$ cat config.mk
export PLATFORM = sky130hd
export DESIGN_NAME = mc_sequencer
export DESIGN_NICKNAME = d
export VERILOG_FILES = /design/src/rtl/mc_seq_pkg.sv /design/src/rtl/mc_sequencer_int_latch.sv /design/src/rtl/mc_sequencer.sv
export SDC_FILE = /design/constraint.sdc
export NUM_CORES = 1
export LEC_CHECK = 0
export CORE_UTILIZATION = 30
export DETAILED_ROUTE_END_ITERATION = 8
export GPL_TIMING_DRIVEN = 0
export PLACE_DENSITY = 0.79
export SYNTH_ARGS = -nofsm -noshare
export SYNTH_HDL_FRONTEND = slang
export SYNTH_SLANG_ARGS = --single-unit
export TNS_END_PERCENT = 10
$ cat constraint.sdc
create_clock -name clk -period 2.05 [get_ports clk]
set_clock_uncertainty 0.2 [all_clocks]
set_input_delay 0.41 -clock clk [delete_from_list [all_inputs] [get_ports clk]]
set_output_delay 0.41 -clock clk [all_outputs]
set_load 0.01 [all_outputs]
$ cat src/rtl/mc_seq_pkg.sv
// Shared definitions for the 6502 microcode sequencer: NEXT field encodings,
// microcode word field positions, cycle-state names and the BRK opcode that
// is injected for interrupt and reset sequences.
package mc_seq_pkg;

  localparam int unsigned NEXT_LSB    = 0;
  localparam int unsigned NEXT_W      = 2;
  localparam int unsigned CLI_SEI_BIT = 2;

  localparam logic [7:0] OP_BRK = 8'h00;

  typedef enum logic [1:0] {
    NEXT_ADV     = 2'b00,
    NEXT_END     = 2'b01,
    NEXT_BRANCH  = 2'b10,
    NEXT_PAGEFIX = 2'b11
  } next_e;

  typedef enum logic [2:0] {
    T0 = 3'd0,
    T1 = 3'd1,
    T2 = 3'd2,
    T3 = 3'd3,
    T4 = 3'd4,
    T5 = 3'd5,
    T6 = 3'd6
  } tstate_e;

endpackage

$ cat src/rtl/mc_sequencer_int_latch.sv
// Interrupt latch for the sequencer.
//   clk, reset : core clock, synchronous active-high reset
//   ce         : CPU cycle enable; nothing (including nmi_prev) moves when low
//   nmi_n      : edge-triggered NMI request, active-low
//   irq_n      : level IRQ request, active-low
//   iflag      : processor I flag (masks IRQ)
//   fetch      : a T0 cycle with ce=1 is happening this cycle
//   int_take   : an interrupt sequence must be injected at this T0
//   nmi_pend   : a latched NMI edge is waiting to be taken
module int_latch (
  input  logic clk,
  input  logic reset,
  input  logic ce,
  input  logic nmi_n,
  input  logic irq_n,
  input  logic iflag,
  input  logic fetch,
  output logic int_take,
  output logic nmi_pend
);

  logic nmi_prev;
  logic nmi_fall;

  always_comb begin
    nmi_fall = ce && nmi_prev && !nmi_n;
    int_take = nmi_pend || (!irq_n && !iflag);
  end

  // Any fetch with a pending NMI consumes it; a new edge in that same
  // cycle re-arms it.
  always_ff @(posedge clk) begin
    if (reset) begin
      nmi_prev <= 1'b1;
      nmi_pend <= 1'b0;
    end else begin
      if (ce) nmi_prev <= nmi_n;
      if (nmi_fall) nmi_pend <= 1'b1;
      else if (fetch) nmi_pend <= 1'b0;
    end
  end

endmodule

$ cat src/rtl/mc_sequencer.sv
// Instruction sequencer for the NES 6502 core. Owns the opcode register and
// the T-state counter that address the microcode table, applies the table's
// NEXT field, and injects BRK for interrupt/reset sequences.
//   clk, reset   : core clock, synchronous active-high reset
//   ce           : CPU cycle enable
//   DI           : data bus, opcode during T0
//   Mout         : microcode word for {IR, State}; only NEXT is acted on
//   branch_taken : branch condition (NEXT=BRANCH)
//   page_cross   : low-byte carry (NEXT=PAGEFIX)
//   irq_n, nmi_n : interrupt requests, active-low
//   iflag        : processor I flag
//   IR, State    : opcode register and cycle state T0..T6
//   sync         : registered, high while State==T0
//   in_int       : current BRK is injected (interrupt/reset)
//   is_nmi       : injected sequence uses the NMI vector
module mc_sequencer
  import mc_seq_pkg::*;
#(
  parameter logic [2:0] RESET_STATE = 3'd1
) (
  input  logic        clk,
  input  logic        reset,
  input  logic        ce,
  input  logic [7:0]  DI,
  input  logic [37:0] Mout,
  input  logic        branch_taken,
  input  logic        page_cross,
  input  logic        irq_n,
  input  logic        nmi_n,
  input  logic        iflag,
  output logic [7:0]  IR,
  output logic [2:0]  State,
  output logic        sync,
  output logic        in_int,
  output logic        is_nmi
);

  tstate_e    state_q;
  tstate_e    state_nx;
  next_e      nxt;
  logic [2:0] state_inc;
  logic       advance;
  logic       fetch;
  logic       int_take;
  logic       nmi_pend;

  // CLI_SEI_DONE and the datapath fields belong to other blocks.
  logic unused_mout;
  assign unused_mout = ^{Mout[37:3], Mout[CLI_SEI_BIT]};

  assign State = state_q;

  int_latch u_int_latch (
    .clk      (clk),
    .reset    (reset),
    .ce       (ce),
    .nmi_n    (nmi_n),
    .irq_n    (irq_n),
    .iflag    (iflag),
    .fetch    (fetch),
    .int_take (int_take),
    .nmi_pend (nmi_pend)
  );

  always_comb begin
    nxt       = next_e'(Mout[NEXT_LSB +: NEXT_W]);
    fetch     = ce && (state_q == T0);
    state_inc = state_q + 3'd1;
    advance   = 1'b0;
    case (nxt)
      NEXT_ADV:     advance = 1'b1;
      NEXT_END:     advance = 1'b0;
      NEXT_BRANCH:  advance = branch_taken;
      NEXT_PAGEFIX: advance = page_cross;
      default:      advance = 1'b0;
    endcase
    // An increment past T6 means broken microcode; end the instruction.
    if (state_q == T0) state_nx = T1;
    else if (advance && (state_inc != 3'd7)) state_nx = tstate_e'(state_inc);
    else state_nx = T0;
  end

  always_ff @(posedge clk) begin
    if (reset) begin
      state_q <= tstate_e'(RESET_STATE);
      IR      <= OP_BRK;
      sync    <= 1'b0;
      in_int  <= 1'b1;
      is_nmi  <= 1'b0;
    end else if (ce) begin
      state_q <= state_nx;
      sync    <= (state_nx == T0);
      if (state_q == T0) begin
        if (int_take) begin
          IR     <= OP_BRK;
          in_int <= 1'b1;
          is_nmi <= nmi_pend;
        end else begin
          IR     <= DI;
          in_int <= 1'b0;
          is_nmi <= 1'b0;
        end
      end
    end
  end

endmodule

==> run_results.csv, run 1 <==
group,metric,value,unit
outcome,status,"completed",
logic_synthesis,ys_warn_count,0,
clocking,cts_sinks,16,
logic_synthesis,ys_seq_area_share,43.0,%
die,start_util,32.7,%
critical_path,required,1440,ps
clocking,holdBufCountCts,0,
die,core,2280,sq um
clocking,worstSkewPairLatency,280,ps
logic_synthesis,ys_ff_latch,16,
logic_synthesis,syn_inst,78,
power_and_ir_drop,p_sw,177,uW
sta,slew_headroom,71.7,%
sta,fin_crit_sh,92.5,%
power_and_ir_drop,p_seq_share,48.4,%
logic_synthesis,ys_top_cells_by_area,"dfxtp_1, a22oi_1, nor2_1, ha_1, nor2b_1",
sta,fmax,527,MHz
detailed_routing,initialDrtViolationCount,7,
grt,antenna_found_initial,0,
logic_synthesis,yosys.area.top_type,"dfxtp_1",
finish,diodes,0,
grt,grt_pass1_vias,637,
die,core.rowCount,17,
finish,fin_nets,171,
critical_path,arrival,1290,ps
die,chipWidth,51.8,um
sta,finalSetupViolCount,0,
sta,final_max_slew_viol_count,0,
sta,layout_min_cycle_time,1900,ps
sta,worst_pin_slew,424,ps
logic_synthesis,syn_avg_cell_area,9.54,sq um
critical_path,max_stage_delay,570,ps
logic_synthesis,ys_types,28,
grt,gr-total-overflow,0,
critical_path,crit_path_end_kind,"output pin",
critical_path,start_kind,"flop",
place,routabilityCongestion,0.776,
finish,final_cell_mix,"clkdlybuf4s50_1, dfxtp_1, nor2_1",
power_and_ir_drop,power.internal,522,uW
logic_synthesis,synth_top_area_share,43.0,%
finish,final_common_cell,"clkdlybuf4s50_1",
sta,hold_violations,0,
sta,rsz0062_at_grt,"false",
critical_path,worstPathCellList,"clkdlybuf4s50_1",
clocking,cts_buffer_depth,2,
grt,grt_pass1_wl,2740,um
place,port_buffers,31,
job,drv_cap,0,
grt,grt_max_degree,11,
die,die_area,2680,sq um
clocking,cts_buffers,3,
power_and_ir_drop,p_sw_share,25.4,%
clocking,path_clk_slew,90,ps
finish,drive_above_1_share,7.96,%
detailed_routing,ant_nets,0,
detailed_routing,avgViaCountPerCell,4.84,
critical_path,critPathTopFamily,"buffers and inverters",
clocking,htree_levels,1,
critical_path,worstSetupPathType,"flop to output pin",
finish,n_fill_cell,198,
power_and_ir_drop,powerDensity,621,nW/um^2
power_and_ir_drop,p_clk_share,29.8,%
clocking,cts_setup_buffers,0,
critical_path,worst-path-buf-inv,1,
finish,syn_to_final_growth,51.3,%
die,fp.dieH,51.8,um
clocking,postCtsResizedCells,0,
critical_path,critPathSlowestCell,"clkdlybuf4s50_1",
grt,grt_usage,13.6,%
logic_synthesis,synth_fp_nets,135,
hold_path,hold_class,"flop to flop",
sta,setup_tns,0,ps
power_and_ir_drop,p_leak,0.464,nW
detailed_routing,firstDrtPassIters,2,
clocking,cts-root-buf,"clkbuf_4",
power_and_ir_drop,p_comb_share,21.9,%
detailed_routing,routedWlPerCell,11.5,um
logic_synthesis,netlist_area,744,sq um
critical_path,worstPathMaxFanout,5,
clocking,cts_tree,"yes",
die,io-pin-count,68,
detailed_routing,routed_wl,1630,um
detailed_routing,vias,682,
detailed_routing,drc,0,
power_and_ir_drop,power,699,uW
power_and_ir_drop,max-vdd-ir-drop,0.312,mV
cells in the mapped netlist:
master / n
nand3b_4: 1
nor3b_1: 1
a21boi_0: 1
a22oi_1: 10
clkbuf_1: 1
dfxtp_1: 16
buf_2: 1
nand2_1: 3
o31ai_1: 1
nor3_4: 1
nor4bb_1: 1
a221oi_2: 1
a21oi_1: 3
a32o_1: 1
buf_6: 1
xor2_1: 1
inv_1: 4
nor4_1: 1
a211o_1: 1
o311ai_0: 1
nand3_1: 1
ha_1: 3
mux2i_1: 1
nand2b_1: 1
a21o_1: 2
nor2b_1: 5
o21bai_1: 1
nor2_1: 13
per-layer routing:
layer  track usage [%]  routed length (um)
met1              17.1                 741
met2              22.1                 833
met3              1.75                  27
met4              8.11                  24
met5                 0                   0
logic make-up after synthesis:
| kind of cell | after synthesis | synth area share, % |
|---|---|---|
| AND/OR/NAND/NOR | 28 | 21.9 |
| AO/OA/AOI/OAI | 22 | 22.9 |
| XOR/XNOR | 1 | 1.18 |
| flip-flops | 16 | 43.0 |
| buffers and inverters | 7 | 4.70 |
| adder cells (fa/ha/maj) | 3 | 5.04 |
| multiplexers | 1 | 1.34 |
state kept, by name, indices dropped and copies added (netlist names):
name and count:
sync 1, State 3, in_int 1, u_int_latch.nmi_prev 1, u_int_latch.nmi_pend 1, IR 8, is_nmi 1
worst reg2reg max path: cells and delay by family (launching register included):
family | cells | cell delay, ps
flip-flops | 1 | 360
adder cells (fa/ha/maj) | 1 | 290
buffers and inverters | 1 | 110
AND/OR/NAND/NOR | 2 | 530
AO/OA/AOI/OAI | 1 | 230
final cells by class:
type / instances / area, sq um / area share (%)
multi-input cells: 55 / 389 / 34.6
flip-flops and latches: 16 / 320 / 28.4
repair buffers: 31 / 310 / 27.6
clock buffers: 4 / 36.3 / 3.22
well taps: 28 / 35.0 / 3.11
plain buffers: 3 / 20.0 / 1.78
inverters: 4 / 15.0 / 1.33
final timing paths:
check | from | cells past startpoint | slack [ps] | end
worst max register to register | State[0] | 5 | 290 | State[1]
worst max-delay path | State[1] | 1 | 150 | State[1]
worst min-delay path | sync | 2 | 300 | sync
worst min register to register | sync | 2 | 300 | sync
power by group through the flow:
| stage | clock (mW) | sequential [mW] | combinational [mW] |
|---|---|---|---|
| 2_1_floorplan | 0 | 0.351 | 0.0699 |
| 3_3_place_gp | 0 | 0.344 | 0.149 |
| 3_5_place_dp | 0 | 0.345 | 0.153 |
| 4_1_cts | 0.213 | 0.338 | 0.154 |
| 5_1_grt | 0.230 | 0.341 | 0.167 |
| 6_report | 0.208 | 0.338 | 0.153 |
per-stage QoR:
step / hold slack [ps] / setup slack, ps / instance area (sq um) / utilization [%] / instances
2_1_floorplan: 309 / 385 / 744 / - / 78
4_1_cts: 303 / 155 / 1130 / 49.5 / 141
3_3_place_gp: 278 / 61.3 / 1090 / 47.9 / 137
5_1_grt: 344 / 102 / 1130 / 49.5 / 141
6_report: 300 / 153 / 1130 / 49.5 / 141
3_5_place_dp: 279 / -16.0 / 1090 / 47.9 / 137
No activity file was read; power rests on OpenSTA's default activity.
==> inputs of run 2 (changes only) <==
- CTS_CLUSTER_DIAMETER: default -> 50
- SLEW_MARGIN: default -> 10
==> results of run 2 <==
Same layout as run 1: the final DEF is identical, and so are final timing and power.
